## src/rtl/em_pkg.sv

```systemverilog
// em_pkg: shared constants and state encoding for the error-monitor readout.
package em_pkg;
    localparam int WORD_BITS = 26;
    // EM13N/EM14N are not exported upstream, so their positions always read as no-error
    localparam logic [WORD_BITS-1:0] RSV_MASK = 26'h0003000;
    typedef enum logic [2:0] {IDLE, CAPTURE, SHIFT, PARITY, DONE} state_t;
endpackage

```

## src/rtl/em_serializer.sv

```systemverilog
// em_serializer: bit-period divider, bit counter and data/parity mux for one readout word.
module em_serializer
    import em_pkg::*;
#(
    parameter int BIT_DIV = 4
) (
    input  logic                 clk,
    input  logic                 rst_n,
    input  logic                 load,
    input  logic                 shift_en,
    input  logic                 par_en,
    input  logic [WORD_BITS-1:0] word,
    output logic                 ser_data,
    output logic                 ser_stb,
    output logic                 ser_end,
    output logic                 last_bit
);
    localparam int DW = $clog2(BIT_DIV);
    localparam logic [4:0] LAST = 5'(WORD_BITS - 1);
    logic [WORD_BITS-1:0] shadow;
    logic                 par;
    logic [DW-1:0]        div;
    logic [4:0]           bitc;
    always_ff @(posedge clk or negedge rst_n) begin
        if (!rst_n) begin
            shadow <= '0;
            par    <= 1'b0;
            div    <= '0;
            bitc   <= '0;
        end else if (load) begin
            shadow <= word;
            par    <= ~^word;
            div    <= '0;
            bitc   <= '0;
        end else if (shift_en || par_en) begin
            div <= ser_stb ? '0 : div + 1'b1;
            if (shift_en && ser_stb && bitc != LAST) bitc <= bitc + 1'b1;
        end
    end
    assign ser_stb  = (shift_en || par_en) && div == DW'(BIT_DIV - 1);
    assign ser_data = shift_en ? shadow[bitc] : par_en & par;
    assign ser_end  = par_en & ser_stb;
    assign last_bit = shift_en & ser_stb & (bitc == LAST);
endmodule

```

## src/rtl/em_readout.sv

```systemverilog
// em_readout: snapshots the latched error flags on a read request, sends them serially
// with odd parity, and raises a sticky interrupt on any new group error.
module em_readout
    import em_pkg::*;
#(
    parameter int BIT_DIV = 4
) (
    input  logic                 SIM_CLK,
    input  logic                 SIM_RST,
    input  logic [WORD_BITS-1:0] EMN,
    input  logic [3:0]           EMRG,
    input  logic                 RD_REQ,
    input  logic                 INT_CLR,
    output logic                 RD_BUSY,
    output logic                 SER_DATA,
    output logic                 SER_STB,
    output logic                 SER_END,
    output logic                 ERR_INT
);
    state_t state;
    logic   rd_q;
    logic   or_q;
    logic   last_bit;
    always_ff @(posedge SIM_CLK or negedge SIM_RST) begin
        if (!SIM_RST) begin
            state   <= IDLE;
            RD_BUSY <= 1'b0;
            rd_q    <= 1'b0;
            or_q    <= 1'b0;
            ERR_INT <= 1'b0;
        end else begin
            rd_q    <= RD_REQ;
            or_q    <= |EMRG;
            // a fresh group error outranks a coincident clear
            ERR_INT <= (|EMRG && !or_q) || (ERR_INT && !INT_CLR);
            case (state)
                IDLE: if (RD_REQ && !rd_q) begin
                    state   <= CAPTURE;
                    RD_BUSY <= 1'b1;
                end
                CAPTURE: state <= SHIFT;
                SHIFT:   if (last_bit) state <= PARITY;
                PARITY:  if (SER_END) state <= DONE;
                DONE: begin
                    state   <= IDLE;
                    RD_BUSY <= 1'b0;
                end
                default: state <= IDLE;
            endcase
        end
    end
    em_serializer #(.BIT_DIV(BIT_DIV)) u_ser (
        .clk      (SIM_CLK),
        .rst_n    (SIM_RST),
        .load     (state == CAPTURE),
        .shift_en (state == SHIFT),
        .par_en   (state == PARITY),
        .word     (~EMN & ~RSV_MASK),
        .ser_data (SER_DATA),
        .ser_stb  (SER_STB),
        .ser_end  (SER_END),
        .last_bit (last_bit)
    );
endmodule

```

## config.mk

```make
export PLATFORM = sky130hd
export DESIGN_NAME = em_readout
export DESIGN_NICKNAME = d
export VERILOG_FILES = /design/src/rtl/em_pkg.sv /design/src/rtl/em_serializer.sv /design/src/rtl/em_readout.sv
export SDC_FILE = /design/constraint.sdc
export NUM_CORES = 1
export LEC_CHECK = 0
export ABC_AREA = 1
export BUFFER_PORTS_ARGS = -buffer_cell sky130_fd_sc_hd__buf_2
export CAP_MARGIN = 20
export CORE_ASPECT_RATIO = 1.5
export CORE_UTILIZATION = 40
export DETAILED_ROUTE_END_ITERATION = 16
export PLACE_DENSITY = 0.66
export SLEW_MARGIN = 10
export SYNTH_ARGS = -nofsm -noshare
export SYNTH_HDL_FRONTEND = slang
export SYNTH_SLANG_ARGS = --single-unit
```

## constraint.sdc

```tcl
create_clock -name SIM_CLK -period 1.8 [get_ports SIM_CLK]
set_input_delay 0.36 -clock SIM_CLK [delete_from_list [all_inputs] [get_ports SIM_CLK]]
set_output_delay 0.36 -clock SIM_CLK [all_outputs]
set_load 0.02 [all_outputs]
```

==> flow_metrics.py, run 1 <==
metrics = {
    "final_layout": {
        "fin_cells": 435,
        "area_delta_synth_final_pct": 21.1,
        "regArea_um2": 980,
        "stdcell_area_um2": 2730,
        "layout-drive-gt1-share_pct": 21.4,
        "nFillCells": 584,
        "multi_input_area_um2": 1110,
        "antenna_cells": 0,
        "final_core_util_pct": 50.1,
        "nets": 401,
    },
    "min_path": {
        "min_path_type": "in -> async",
    },
    "sta": {
        "finalMaxSlewViolations": 0,
        "timing.hold.ws_ns": 0.000694,
        "timing.final.crit_share_pct": 112,
        "setup_tns_ns": -0.220,
        "hold_violations": 0,
        "period_needed_ns": 2.02,
        "fmax_ghz": 0.495,
        "worstMarginPinSlew_ns": 0.437,
        "setup-violations-final": 1,
        "fin_ws_ns": -0.220,
        "skew_ns": 0.00216,
        "slew_headroom_pct": 70.8,
        "rsz0062_at_grt": "yes",
    },
    "critical_path": {
        "crit_arrival_ns": 1.66,
        "worst_setup_path_start_kind": "flop",
        "critical_path.max_fanout": 5,
        "end_kind": "primary output",
        "required_ns": 1.44,
        "path_class": "reg -> out",
    },
    "floorplan": {
        "row_count": 33,
        "core-area_um2": 5450,
        "die_h_um": 94.0,
        "die-area_um2": 5950,
        "start_util_pct": 41.4,
        "die_w_um": 63.3,
        "pin_count": 39,
    },
    "placement": {
        "dpl_cell_area_um2": 2560,
        "portBuffers": 36,
        "place_ws_ns": -0.00892,
        "dp.cells": 426,
        "dp_hpwl_mm": 3.50,
        "gp_congestion": 0.782,
    },
    "yosys": {
        "syn_inst": 320,
        "ys_top_cells_by_area": "dfrtp_1, nand2_1, o21ai_0",
        "yosys.area.top_type_share_pct": 43.3,
        "ys.flop_type": "dfrtp_1",
        "avgSynthCellArea_um2": 7.05,
        "synth_top_area_cell": "dfrtp_1",
        "ys_ff_latch": 39,
        "yosys_warnings": 0,
        "syn-num-nets": 357,
        "synthDistinctLibCells": 29,
        "ys_async_sr_fraction_pct": 100,
        "yosys-top-cells-count": "nand2_1, dfrtp_1, nor2_1",
        "syn_area_um2": 2260,
        "synthMostInstantiatedCell": "nand2_1",
        "synth_edf_count": 0,
        "ys_seq_area_share_pct": 43.3,
    },
    "global_route": {
        "antenna_found_initial": 0,
        "grt_pass1_vias": 1992,
        "gr-usage-all-layers_pct": 17.9,
        "grt_pass1_wl_mm": 8.35,
        "grt_max_degree": 34,
        "grt-ovfl-total": 0,
    },
    "job": {
        "cap_violations": 0,
    },
    "cts": {
        "cts_buffer_depth": 2,
        "cts_tree": "done",
        "h-tree-depth": 2,
        "clk_pin_slew_ns": 0.07,
        "cts_hold_buf": 0,
        "worstSkewPairLatency_ns": 0.29,
        "cts-buffers-inserted": 5,
        "clock_sinks": 39,
        "root_buffer": "clkbuf_8",
    },
    "drt": {
        "drt.antenna.violating_nets": 0,
        "wl_mm": 4.53,
        "drtIter0Drc": 51,
        "vias": 2043,
        "routedWlPerCell_um": 10.4,
        "drc_errors": 0,
        "vias_per_cell": 4.70,
        "drtPass1Iterations": 4,
    },
    "power_and_ir_drop": {
        "ir_drop_uv": 584,
        "total_leakage_power_nw": 1.46,
        "powerDensity_nw_per_um2": 1410,
        "finalPower_mw": 3.85,
    },
    "run_status": {
        "violations": "setup timing",
        "status": "finished with violations",
    },
}
area by class of cell:
type                    count  area share [%]
well taps                  70            3.21
inverters                  40            5.59
flip-flops and latches     39            35.9
clock buffers               8            3.66
repair buffers             47            10.9
multi-input cells         231            40.8
cells by family after synthesis:
kind of cell | after synthesis | synth area share [%]
compound gates | 56 | 13.0
xor+xnor | 5 | 1.94
fa+ha+maj | 3 | 1.66
simple gates | 167 | 31.2
buf+inv | 50 | 8.87
flops | 39 | 43.3
metal layers:
layer / part of all wire, % / GRT usage [%] / vias to the layer above
li1: - / - / 1096
met1: 44 / 20.3 / 912
met2: 51 / 32.3 / 27
met3: 3.0 / 3.76 / 8
met4: 1.6 / 6.82 / 0
met5: 0 / 0 / -
cell usage in the layout, fill, tap and decap left out, types with 4 or more instances in the layout:
| cell | synthesis | routed |
|---|---|---|
| nand2_1 | 105 | 104 |
| dfrtp_1 | 39 | 36 |
| inv_1 | 35 | 35 |
| buf_2 | 4 | 35 |
| nor2_1 | 37 | 31 |
| o21ai_0 | 29 | 23 |
| o21ai_1 | 12 | 18 |
| a21oi_1 | 9 | 9 |
| nor2_2 | 1 | 7 |
| nand3_1 | 8 | 7 |
| clkbuf_8 | 0 | 7 |
| buf_4 | 0 | 6 |
| buf_6 | 1 | 5 |
| inv_2 | 5 | 4 |
| o211ai_1 | 4 | 4 |
state kept, by name, summed over array words and instances (netlist names):
signal,cells
u_ser.shadow,24
u_ser.bitc,5
state,3
u_ser.div,2
ERR_INT,1
RD_BUSY,1
or_q,1
rd_q,1
u_ser.par,1
path summary, 6_finish.rpt:
check / slack, ns / startpoint / to / cells past startpoint
max in group asynchronous: 1.33 / SIM_RST / state[2] / 2
max reg2reg: 0.15 / u_ser.bitc[0] / u_ser.bitc[4] / 12
min: 0.0007 / SIM_RST / u_ser.shadow[17] / 1
min reg2reg: 0.49 / u_ser.shadow[2] / u_ser.shadow[2] / 2
min in group SIM_CLK: 0.19 / RD_REQ / rd_q / 1
max: -0.22 / u_ser.bitc[0] / SER_DATA / 10
critical path, stage by stage, from the launching register on:
cell      delay (ns)
dfrtp_2         0.47
buf_6           0.14
nor2_2          0.06
nor2_1          0.04
o21ai_1         0.08
o211ai_1        0.11
o211ai_1        0.11
nand2_1         0.10
nand3_2         0.09
nand2_2         0.05
buf_6           0.12
power by group:
group	internal [mW]	leakage [nW]	switching (mW)
sequential	1.25	0.477	0.292
combinational	0.721	0.929	0.957
clock	0.349	0.0515	0.290
timing repair:
action / 4_1_cts / 5_1_grt
setup endpoints to repair: 1 / 3
pin swaps: 9 / 4
gates resized for setup: 17 / 9
buffers inserted: 1 / 0
(Power assumes the default switching activity.)
==> run 2, diff against run 1 <==
--- a/config.mk
+++ b/config.mk
@@ -5,13 +5,12 @@
 export SDC_FILE = /design/constraint.sdc
 export NUM_CORES = 1
 export LEC_CHECK = 0
-export ABC_AREA = 1
 export BUFFER_PORTS_ARGS = -buffer_cell sky130_fd_sc_hd__buf_2
 export CAP_MARGIN = 20
 export CORE_ASPECT_RATIO = 1.5
 export CORE_UTILIZATION = 40
 export DETAILED_ROUTE_END_ITERATION = 16
-export PLACE_DENSITY = 0.66
+export PLACE_DENSITY = 0.67
 export SLEW_MARGIN = 10
 export SYNTH_ARGS = -nofsm -noshare
 export SYNTH_HDL_FRONTEND = slang
==> run 2 against run 1 <==
Against the previous run: the run still ends with setup timing left; register-to-register slack lost 0.53 ns; cell count shrank 27%; clock-buffer cell count shrank 1; clock skew grew 0.0014 ns; fmax shrank 13%; synthesized area shrank 11%; non-clock buffer count grew 10; power shrank 54%; combinational power shrank 85%; final area shrank 6.5%; sequential share of layout area grew 2.5 points; largest cell class unchanged; largest power group is now registers; highest routed layer unchanged.
==> flow_metrics.py, run 2 <==
metrics = {
    "run_status": {
        "status": "finished with violations",
        "violations": "setup timing",
    },
    "power_and_ir_drop": {
        "ir_drop_uv": 536,
        "seq_power_share_pct": 53.4,
        "p_sw_share_pct": 24.5,
        "switching_power_mw": 0.431,
        "total_leakage_power_nw": 1.14,
        "internal_power_mw": 1.33,
        "powerDensity_nw_per_um2": 690,
        "pwr-share-comb_pct": 14.3,
        "clkPwrFrac_pct": 32.3,
    },
    "cts": {
        "cts_buffer_depth": 2,
        "cts-buffers-inserted": 5,
        "clk_pin_slew_ns": 0.07,
        "worstSkewPairLatency_ns": 0.29,
        "clock_sinks": 39,
        "cts_tree": "done",
        "cts_hold_buf": 0,
        "root_buffer": "clkbuf_8",
        "h-tree-depth": 2,
    },
    "drt": {
        "wl_mm": 4.20,
        "drt.antenna.violating_nets": 0,
        "drc_errors": 0,
        "routedWlPerCell_um": 13.2,
        "drtPass1Iterations": 4,
        "vias": 1554,
        "drtIter0Drc": 18,
        "vias_per_cell": 4.90,
    },
    "final_layout": {
        "layout-drive-gt1-share_pct": 34.7,
        "largestRegisters": "u_ser.shadow x24, u_ser.bitc x5, state x3",
        "final_common_cell": "dfrtp_1",
        "nets": 287,
        "final_cell_mix": "dfrtp_1, buf_2, nand2_1",
        "largest_reg_flops": 24,
        "top_register": "u_ser.shadow",
        "antenna_cells": 0,
        "area_delta_synth_final_pct": 27.2,
    },
    "placement": {
        "gp_congestion": 0.821,
        "portBuffers": 36,
        "dp_hpwl_mm": 2.98,
    },
    "yosys": {
        "synth_top_area_cell": "dfrtp_1",
        "yosys.area.top_type_share_pct": 48.6,
        "synthDistinctLibCells": 40,
        "synthMostInstantiatedCell": "dfrtp_1",
        "synth_edf_count": 0,
        "ys_top_cells_by_area": "dfrtp_1, xnor2_1, o21ai_1",
        "syn_area_um2": 2010,
        "ys_ff_latch": 39,
        "ys_seq_area_share_pct": 48.6,
        "syn-num-nets": 235,
        "yosys-top-cells-count": "dfrtp_1, nand2_1, o21ai_1",
        "ys.flop_type": "dfrtp_1",
        "syn_inst": 198,
        "avgSynthCellArea_um2": 10.1,
        "yosys_warnings": 0,
        "ys_async_sr_fraction_pct": 100,
    },
    "global_route": {
        "grt-ovfl-total": 0,
        "grt_pass1_wl_mm": 6.97,
        "antenna_found_initial": 0,
        "grt_max_degree": 51,
        "gr-usage-all-layers_pct": 18.0,
        "grt_pass1_vias": 1507,
    },
    "sta": {
        "finalMaxSlewViolations": 0,
        "timing.final.crit_share_pct": 129,
        "fmax_ghz": 0.431,
        "rsz0062_at_grt": "yes",
        "setup_tns_ns": -2.03,
        "fin_ws_ns": -0.523,
        "hold_violations": 0,
        "skew_ns": 0.00352,
        "setup-violations-final": 6,
        "timing.hold.ws_ns": 0.102,
        "period_needed_ns": 2.32,
        "worstMarginPinSlew_ns": 0.477,
        "slew_headroom_pct": 68.2,
    },
    "critical_path": {
        "crit_chain": "buf_4 > mux2i_1 > a31o_1 > o311ai_4 > o311ai_2 > a21oi_2 > buf_6",
        "r2r_cells": 10,
        "end_kind": "primary output",
        "rrSetupSlack_ns": -0.38,
        "path_class": "reg -> out",
        "worst_setup_path_start_kind": "flop",
        "regToRegEndpoint": "u_ser.bitc[4]",
        "crit_arrival_ns": 1.96,
        "critPathMaxStageDelay_ns": 0.43,
        "critical_path.max_fanout": 4,
        "cp_slowest_cell": "dfrtp_2",
        "reg2reg_from": "u_ser.bitc[0]",
        "required_ns": 1.44,
    },
    "floorplan": {
        "pin_count": 39,
        "start_util_pct": 41.7,
        "die-area_um2": 5310,
        "die_w_um": 59.8,
        "row_count": 31,
        "die_h_um": 88.8,
        "core-area_um2": 4810,
    },
    "job": {
        "cap_violations": 0,
    },
    "min_path": {
        "min_path_type": "in -> async",
    },
}
run 2: changes by cell type after synthesis, sizes merged, moves of 3 or more:
cell | before | now
nand2 | 108 | 34
o211ai | 4 | 0
nor2 | 38 | 8
o21ai | 41 | 31
inv | 40 | 5
nand2b | 0 | 3
mux2i | 0 | 4
mux4 | 0 | 3
xnor2 | 3 | 22
nor3 | 5 | 2
nand3 | 8 | 1
a21oi | 9 | 3
run 2: power by group through the flow:
| stage | clock, mW | combinational [mW] | sequential (mW) |
|---|---|---|---|
| floorplan | 0 | 0.166 | 0.951 |
| global placement | 0 | 0.250 | 0.958 |
| detailed placement | 0 | 0.257 | 0.959 |
| CTS | 0.586 | 0.259 | 0.941 |
| global route | 0.634 | 0.278 | 0.947 |
| finish | 0.570 | 0.252 | 0.942 |
run 2: logic make-up after synthesis:
group | Yosys count | synth area share, %
compound gates | 44 | 12.6
xor+xnor | 25 | 11.6
fa+ha+maj | 3 | 1.87
buf+inv | 17 | 3.80
flops | 39 | 48.6
mux | 8 | 5.92
simple gates | 62 | 15.6
run 2: worst max path at each step:
stage                             start       end  slack [ns]  cells after the start
after floorplan           u_ser.bitc[0]  SER_DATA        -0.1                      6
after global placement    u_ser.bitc[0]  SER_DATA       -0.32                      6
after detailed placement  u_ser.bitc[0]  SER_DATA       -0.35                      7
after CTS                 u_ser.bitc[0]  SER_DATA       -0.52                      7
after global routing      u_ser.bitc[0]  SER_DATA       -0.57                      8
final                     u_ser.bitc[0]  SER_DATA       -0.52                      7
run 2: per-layer routing:
layer / vias up / share of wire [%] / track usage [%]
met5: - / 0 / 0
met4: 0 / 2.8 / 8.03
met3: 12 / 3.3 / 4.09
met2: 31 / 55 / 31.0
met1: 729 / 39 / 20.9
li1: 782 / - / -
run 2: what timing repair did:
| action | CTS | global route |
|---|---|---|
| buffers inserted | 5 | 2 |
| gates resized for setup | 18 | 9 |
| pin swaps | 12 | 4 |
| setup endpoints to repair | 6 | 8 |
run 2: through the flow:
stage	std cells	setup slack, ns	total power [mW]	utilization, %	area [µm²]
6_report	317	-0.523	1.76	53.1	2550
5_1_grt	317	-0.574	1.86	53.1	2550
4_1_cts	315	-0.522	1.79	52.1	2510
3_5_place_dp	302	-0.354	1.22	48.3	2320
3_3_place_gp	302	-0.324	1.21	48.3	2320
2_1_floorplan	198	-0.0997	1.12	-	2020
run 2: layout make-up:
cell class,count,area (µm²)
clock buffer,7,76.3
clock inverter,1,5.00
fill,469,2260
inverter,5,18.8
multi-input combinational,142,1030
sequential,39,980
tap,66,82.6
timing repair buffer,57,363
run 2: critical path, delay by kind of cell, from the launching register on:
family	cells	cell delay [ns]
buffers and inverters	2	0.29
AO/OA/AOI/OAI	4	0.84
multiplexers	1	0.11
flip-flops	1	0.43
